### src/rtl/fetch_stage.sv
// Instruction fetch stage: owns the PC, reset/interrupt vector loads, branch redirect,
// stall bubbles and the pending-interrupt latch; drives the single imem read port.
module fetch_stage #(
    parameter logic [31:0] RESET_VEC_ADDR = 32'd0,
    parameter logic [31:0] INT_VEC_ADDR   = 32'd2,
    parameter logic [15:0] NOP_INSTR      = 16'h0000
) (
    input  logic        i_clk,
    input  logic        i_reset,
    output logic [31:0] o_imem_addr,
    input  logic [15:0] i_imem_data,
    input  logic        i_stall,
    input  logic        i_branch_taken,
    input  logic [31:0] i_branch_target,
    input  logic        i_interrupt,
    output logic [31:0] o_pc,
    output logic [15:0] o_instr,
    output logic        o_interrupt
);

    localparam int unsigned ADDR_W  = 32;
    localparam int unsigned INSTR_W = 16;

    typedef enum logic [2:0] {
        VEC_HI = 3'd0,
        VEC_LO = 3'd1,
        RUN    = 3'd2,
        INT_HI = 3'd3,
        INT_LO = 3'd4
    } state_t;

    state_t               state;
    state_t               state_next;
    logic [ADDR_W-1:0]    pc;
    logic [ADDR_W-1:0]    pc_next;
    logic [INSTR_W-1:0]   vec_hi;
    logic [INSTR_W-1:0]   vec_hi_next;
    logic                 int_pend;
    logic                 int_pend_next;

    // State register
    always_ff @(posedge i_clk) begin
        if (i_reset) begin
            state    <= VEC_HI;
            pc       <= '0;
            vec_hi   <= '0;
            int_pend <= 1'b0;
        end else begin
            state    <= state_next;
            pc       <= pc_next;
            vec_hi   <= vec_hi_next;
            int_pend <= int_pend_next;
        end
    end

    // Next-state logic; a new request in the clearing cycle keeps the latch set
    always_comb begin
        state_next    = state;
        pc_next       = pc;
        vec_hi_next   = vec_hi;
        int_pend_next = int_pend | i_interrupt;
        case (state)
            VEC_HI: begin
                vec_hi_next = i_imem_data;
                state_next  = VEC_LO;
            end
            VEC_LO: begin
                pc_next    = {vec_hi, i_imem_data};
                state_next = RUN;
            end
            INT_HI: begin
                vec_hi_next = i_imem_data;
                state_next  = INT_LO;
            end
            INT_LO: begin
                pc_next    = {vec_hi, i_imem_data};
                state_next = RUN;
            end
            RUN: begin
                if (i_branch_taken) begin
                    pc_next = i_branch_target;
                end else if (i_stall) begin
                    pc_next = pc;
                end else if (int_pend) begin
                    int_pend_next = i_interrupt;
                    state_next    = INT_HI;
                end else begin
                    pc_next = pc + ADDR_W'(1);
                end
            end
            default: state_next = VEC_HI;
        endcase
    end

    // Output logic
    always_comb begin
        o_imem_addr = pc;
        o_pc        = pc;
        o_instr     = NOP_INSTR;
        o_interrupt = 1'b0;
        case (state)
            VEC_HI: o_imem_addr = RESET_VEC_ADDR;
            VEC_LO: o_imem_addr = RESET_VEC_ADDR + ADDR_W'(1);
            INT_HI: o_imem_addr = INT_VEC_ADDR;
            INT_LO: o_imem_addr = INT_VEC_ADDR + ADDR_W'(1);
            RUN: begin
                if (!i_branch_taken && !i_stall) begin
                    if (int_pend) begin
                        o_interrupt = 1'b1;
                    end else begin
                        o_instr = i_imem_data;
                    end
                end
            end
            default: o_imem_addr = pc;
        endcase
    end

endmodule
### config.mk
export PLATFORM = sky130hd
export DESIGN_NAME = fetch_stage
export DESIGN_NICKNAME = d
export VERILOG_FILES = /design/src/rtl/fetch_stage.sv
export SDC_FILE = /design/constraint.sdc
export NUM_CORES = 1
export LEC_CHECK = 0
export ABC_CLOCK_PERIOD_IN_PS = 3150
export CORE_MARGIN = 1
export CORE_UTILIZATION = 48
export CTS_CLUSTER_DIAMETER = 80
export DETAILED_ROUTE_END_ITERATION = 8
export PLACE_DENSITY = 0.95
export SLEW_MARGIN = 5
export SYNTH_ARGS = -nofsm -noshare
export SYNTH_HDL_FRONTEND = slang
export SYNTH_SLANG_ARGS = --single-unit
### constraint.sdc
create_clock -name i_clk -period 3.15 [get_ports i_clk]
set_input_delay 0.315 -clock i_clk [delete_from_list [all_inputs] [get_ports i_clk]]
set_output_delay 0.315 -clock i_clk [all_outputs]
set_load 0.02 [all_outputs]
# Yosys cells after proc, flatten, opt, wreduce, memory -nomap -nowiden
# Cells that the tools add are included.
# classes
addsub,1
n_eq_ne,9
muxes,19
bitwise,1
n_reduce_logical,9
# ops
cell,count
one-hot mux 32 bit (4 select lines),1
2-to-1 mux 32 bit,3
one-hot mux 32 bit (2 select lines),1
2-to-1 mux 16 bit,3
"adder 32 x 1 -> 32 bit, second input constant",1
one-hot mux 3 bit (4 select lines),1
2-to-1 mux 3 bit,3
2-to-1 mux 1 bit,7
"equality test 3 x 2 -> 1 bit, second input constant",2
"!= test 2 bit, second input constant",3
"!= test 3 bit, second input constant",2
AND reduction 3 bit,2
OR reduction 2 bit,2
"equality test 3 x 1 -> 1 bit, second input constant",1
"equality test 3 bit, second input constant",1
logical NOT 3 bit,1
logical NOT 1 bit,2
nonzero test 2 bit,1
logical AND 1 bit,1
OR 1 bit,1
# word_totals
register_bits,52
input_bits,53
output_inout_bits,81
wordCells,43

# Depth between registers and ports, before layout
# logic_depth
ltp_word,5
ltp_mapped,8

# Least setup slack after synthesis
# No wires, ideal clock.
# synth_path
path_type,reg-to-reg
start,register pc[0] (netlist: o_pc[0])
end,register pc[28] (netlist: o_pc[28])
setup_ps,74
arrival_time_ps,2200
required_time_ps,3076
slack_ps,875
path_stages_with_launch,7
n_path_buf,0
period_less_slack_ps,2275
cell_sequence,dfxtp_1 ha_1 nand3_2 nor4_1 nand2b_1 or4_1 a31oi_1
# synth_between
elab_chain_len,5
# synth_lines
element,line,rtl
from (decl),34,logic [ADDR_W-1:0] pc;
from (signal assigned),50,pc <= pc_next;
adder 32 x 1 -> 32 bit,88,pc_next = pc + ADDR_W'(1);
2-to-1 mux 32 bit,84,end else if (int_pend) begin
2-to-1 mux 32 bit,82,end else if (i_stall) begin
2-to-1 mux 32 bit,80,if (i_branch_taken) begin
one-hot mux 32 bit (2 select lines),62,case (state)
# Every way passes these cells. The select of a mux whose other input is x is not followed.
# A chain may end at the register's enable or synchronous reset.

# Worst setup path in the final report
# layout_path
start,register state[1]
end,output port o_instr[13]
# layout_between
elab_chain_len,2
# layout_lines
element,line,rtl
from (decl),32,state_t state;
from (signal assigned),49,state <= state_next;
equality test 3 x 2 -> 1 bit,101,case (state)
2-to-1 mux 16 bit,101,
to (decl),17,"output logic [15:0] o_instr,"
# Every way passes these cells.

==> impl_metrics.toml <==
[outcome]
status = "finished clean"

[timing]
finClkSkew_ns = 0.0105
setup_viol = 0
period_share_pct = 88.6
finalSetupTns_ns = 0
slew_headroom_pct = 32.3
layout_setup_ws_ns = 0.359
min_period_ns = 2.79
holdWs_ns = 0.512
slew_viol_final = 0
hold_viol_final = 0
max_freq_mhz = 358
tightest_slew_ns = 1.01
rsz0062_at_grt = "false"

[clock_tree]
cts_buffers = 5
clkLatencyLatePin_ns = 0.31
cts_buffer_depth = 2
cts_resized = 0
cts_tree = "built"
hold_buffers = 0
clk_pin_slew_ns = 0.09
htree_num_levels = 2
post_cts_buffers = 0
cts.sinks = 52
ctsRootBufferMaster = "clkbuf_8"

[placement]
post-place-cells = 680
place_area_um2 = 4930
portBuffers = 133
pre_cts_ws_ns = 0.662
dpl.hpwl_um = 8830
gp_congestion = 0.942

[setup_path]
r2r_slack_ns = 0.57
worst_path_dominant_cell_family = "buffers and inverters"
cpPeakStageDelay_ns = 0.61
worst-path-buf-inv = 2
crit_start = "state[1]"
cp_cell_sequence = "nor3b_4 > nand2_1 > nor3_2 > buf_4 > and2_1 > clkdlybuf4s50_1"
crit_fanout = 17
crit_path_end_kind = "output port"
critPathSlowestCell = "dfxtp_1"
worstPathArrival_ns = 2.48
r2r-start = "state[2]"
cp.required_ns = 2.83
path_class = "reg -> out"
startpoint_type = "flop"

[synthesis]
ys.flop_type = "dfxtp_1"
synth_top_area_share_pct = 29.5
synth_top_area_cell = "dfxtp_1"
ys_types = 57
yosysWarnings = 0
ys_ff_latch = 52
synth_area_leaders = "dfxtp_1 30%, a21oi_1 6.2%, nor2b_1 5.1%, nand2_1 5.1%, nor2_1 5.0%"
syn-num-nets = 532
ys_seq_area_share_pct = 29.5
async_reset_ff_share_pct = 0
syn_area_per_cell_um2 = 7.37
netlist_area_um2 = 3520
synthCells = 478
synth_edf_count = 0

[layout]
final_nets = 645
fillerInstances = 508
area_growth_pct = 43.3
diodes = 0
stdcell_area_um2 = 5050
drive_gt1_share_pct = 6.42
stdcell_count = 688
final_common_cell = "clkdlybuf4s50_1"
layout_common_cells = "132 x clkdlybuf4s50_1, 52 x dfxtp_1, 48 x nand2_1"
fin_util_pct = 72.7

[routing]
drcViolationCount = 0
viasPerCell = 6.23
dr.pass1.iters = 6
vias = 4287
wl_um = 12400
wl_per_cell_um = 18.0
drt-initial-drc-count = 634
ant_nets = 0

[floorplanning]
row_count = 30
coreArea_um2 = 6940
fp.dieH_um = 87.7
floorplan.initialDensity_pct = 50.8
dieArea_um2 = 7690
die_w_um = 87.7
pin_count = 134

[flow_run]
drv_cap = 0

[pwr]
leakagePower_nw = 1.80
p_total_mw = 2.42
power_density_nw_per_um2 = 479
ir_drop_mv = 0.257

[global_routing]
grt_pass1_wl_um = 19200
grt_use_total_pct = 32.0
antenna_found_initial = 0
grt_overflow_total = 0
grt_pass1_vias = 3904
grt_max_degree = 54

[hold_path]
hp-start = "o_pc[30]"
min_path_type = "reg -> reg"
[layer usage]
metal	global-route usage [%]	vias to the layer above	share of wire, %
li1	-	1944	-
met1	41.0	1961	38
met2	52.3	344	47
met3	7.07	38	13
met4	12.8	0	2.6
met5	0	-	0
[Yosys cell counts, drive strengths merged, types with 7 or more instances]
master	n
nor2	47
nand4	10
nand2b	8
clkbuf	31
xnor2	7
mux2i	17
nor3	13
o211ai	10
a211oi	9
and2	17
nand2	48
nor2b	29
inv	7
nand3	19
nor4	9
dfxtp	52
o21ai	30
a21oi	44
buf	9
[final cells by class]
type	instances	area [um2]	area share [%]
inverters	7	26.3	0.520
clock inverters	2	38.8	0.768
flip-flops and latches	52	1040	20.6
well taps	96	120	2.38
clock buffers	6	82.6	1.63
multi-input cells	379	2320	45.9
repair buffers	146	1420	28.2
[logic make-up after synthesis]
| kind of cell | count (synthesis) | share of synthesized area, % |
|---|---|---|
| AO/OA/AOI/OAI | 131 | 24.2 |
| XOR/XNOR | 12 | 2.98 |
| adder cells (fa/ha/maj) | 1 | 0.355 |
| buffers and inverters | 47 | 5.47 |
| flip-flops | 52 | 29.5 |
| multiplexers | 17 | 4.83 |
| AND/OR/NAND/NOR | 218 | 32.7 |
[where the power goes]
part	total [mW]	internal, mW	switching [mW]
logic	0.990	0.448	0.542
clock network	0.494	0.260	0.234
registers	0.933	0.759	0.174
[final timing paths]
path	to	cells past startpoint
max reg2reg	o_pc[4]	6
max	o_instr[13]	6
min	o_pc[30]	1
min reg2reg	o_pc[30]	1
[flip-flops by register name, summed over array words and instances (netlist names)]
register / cells
o_pc: 32
vec_hi: 16
state: 3
int_pend: 1
[worst reg2reg max path, delay by kind of cell (launching register included)]
family / cells / cell delay (ns)
AO/OA/AOI/OAI: 3 / 1.10
flip-flops: 1 / 0.65
buffers and inverters: 2 / 0.63
AND/OR/NAND/NOR: 1 / 0.10
Power figures use the tool's default switching activity.
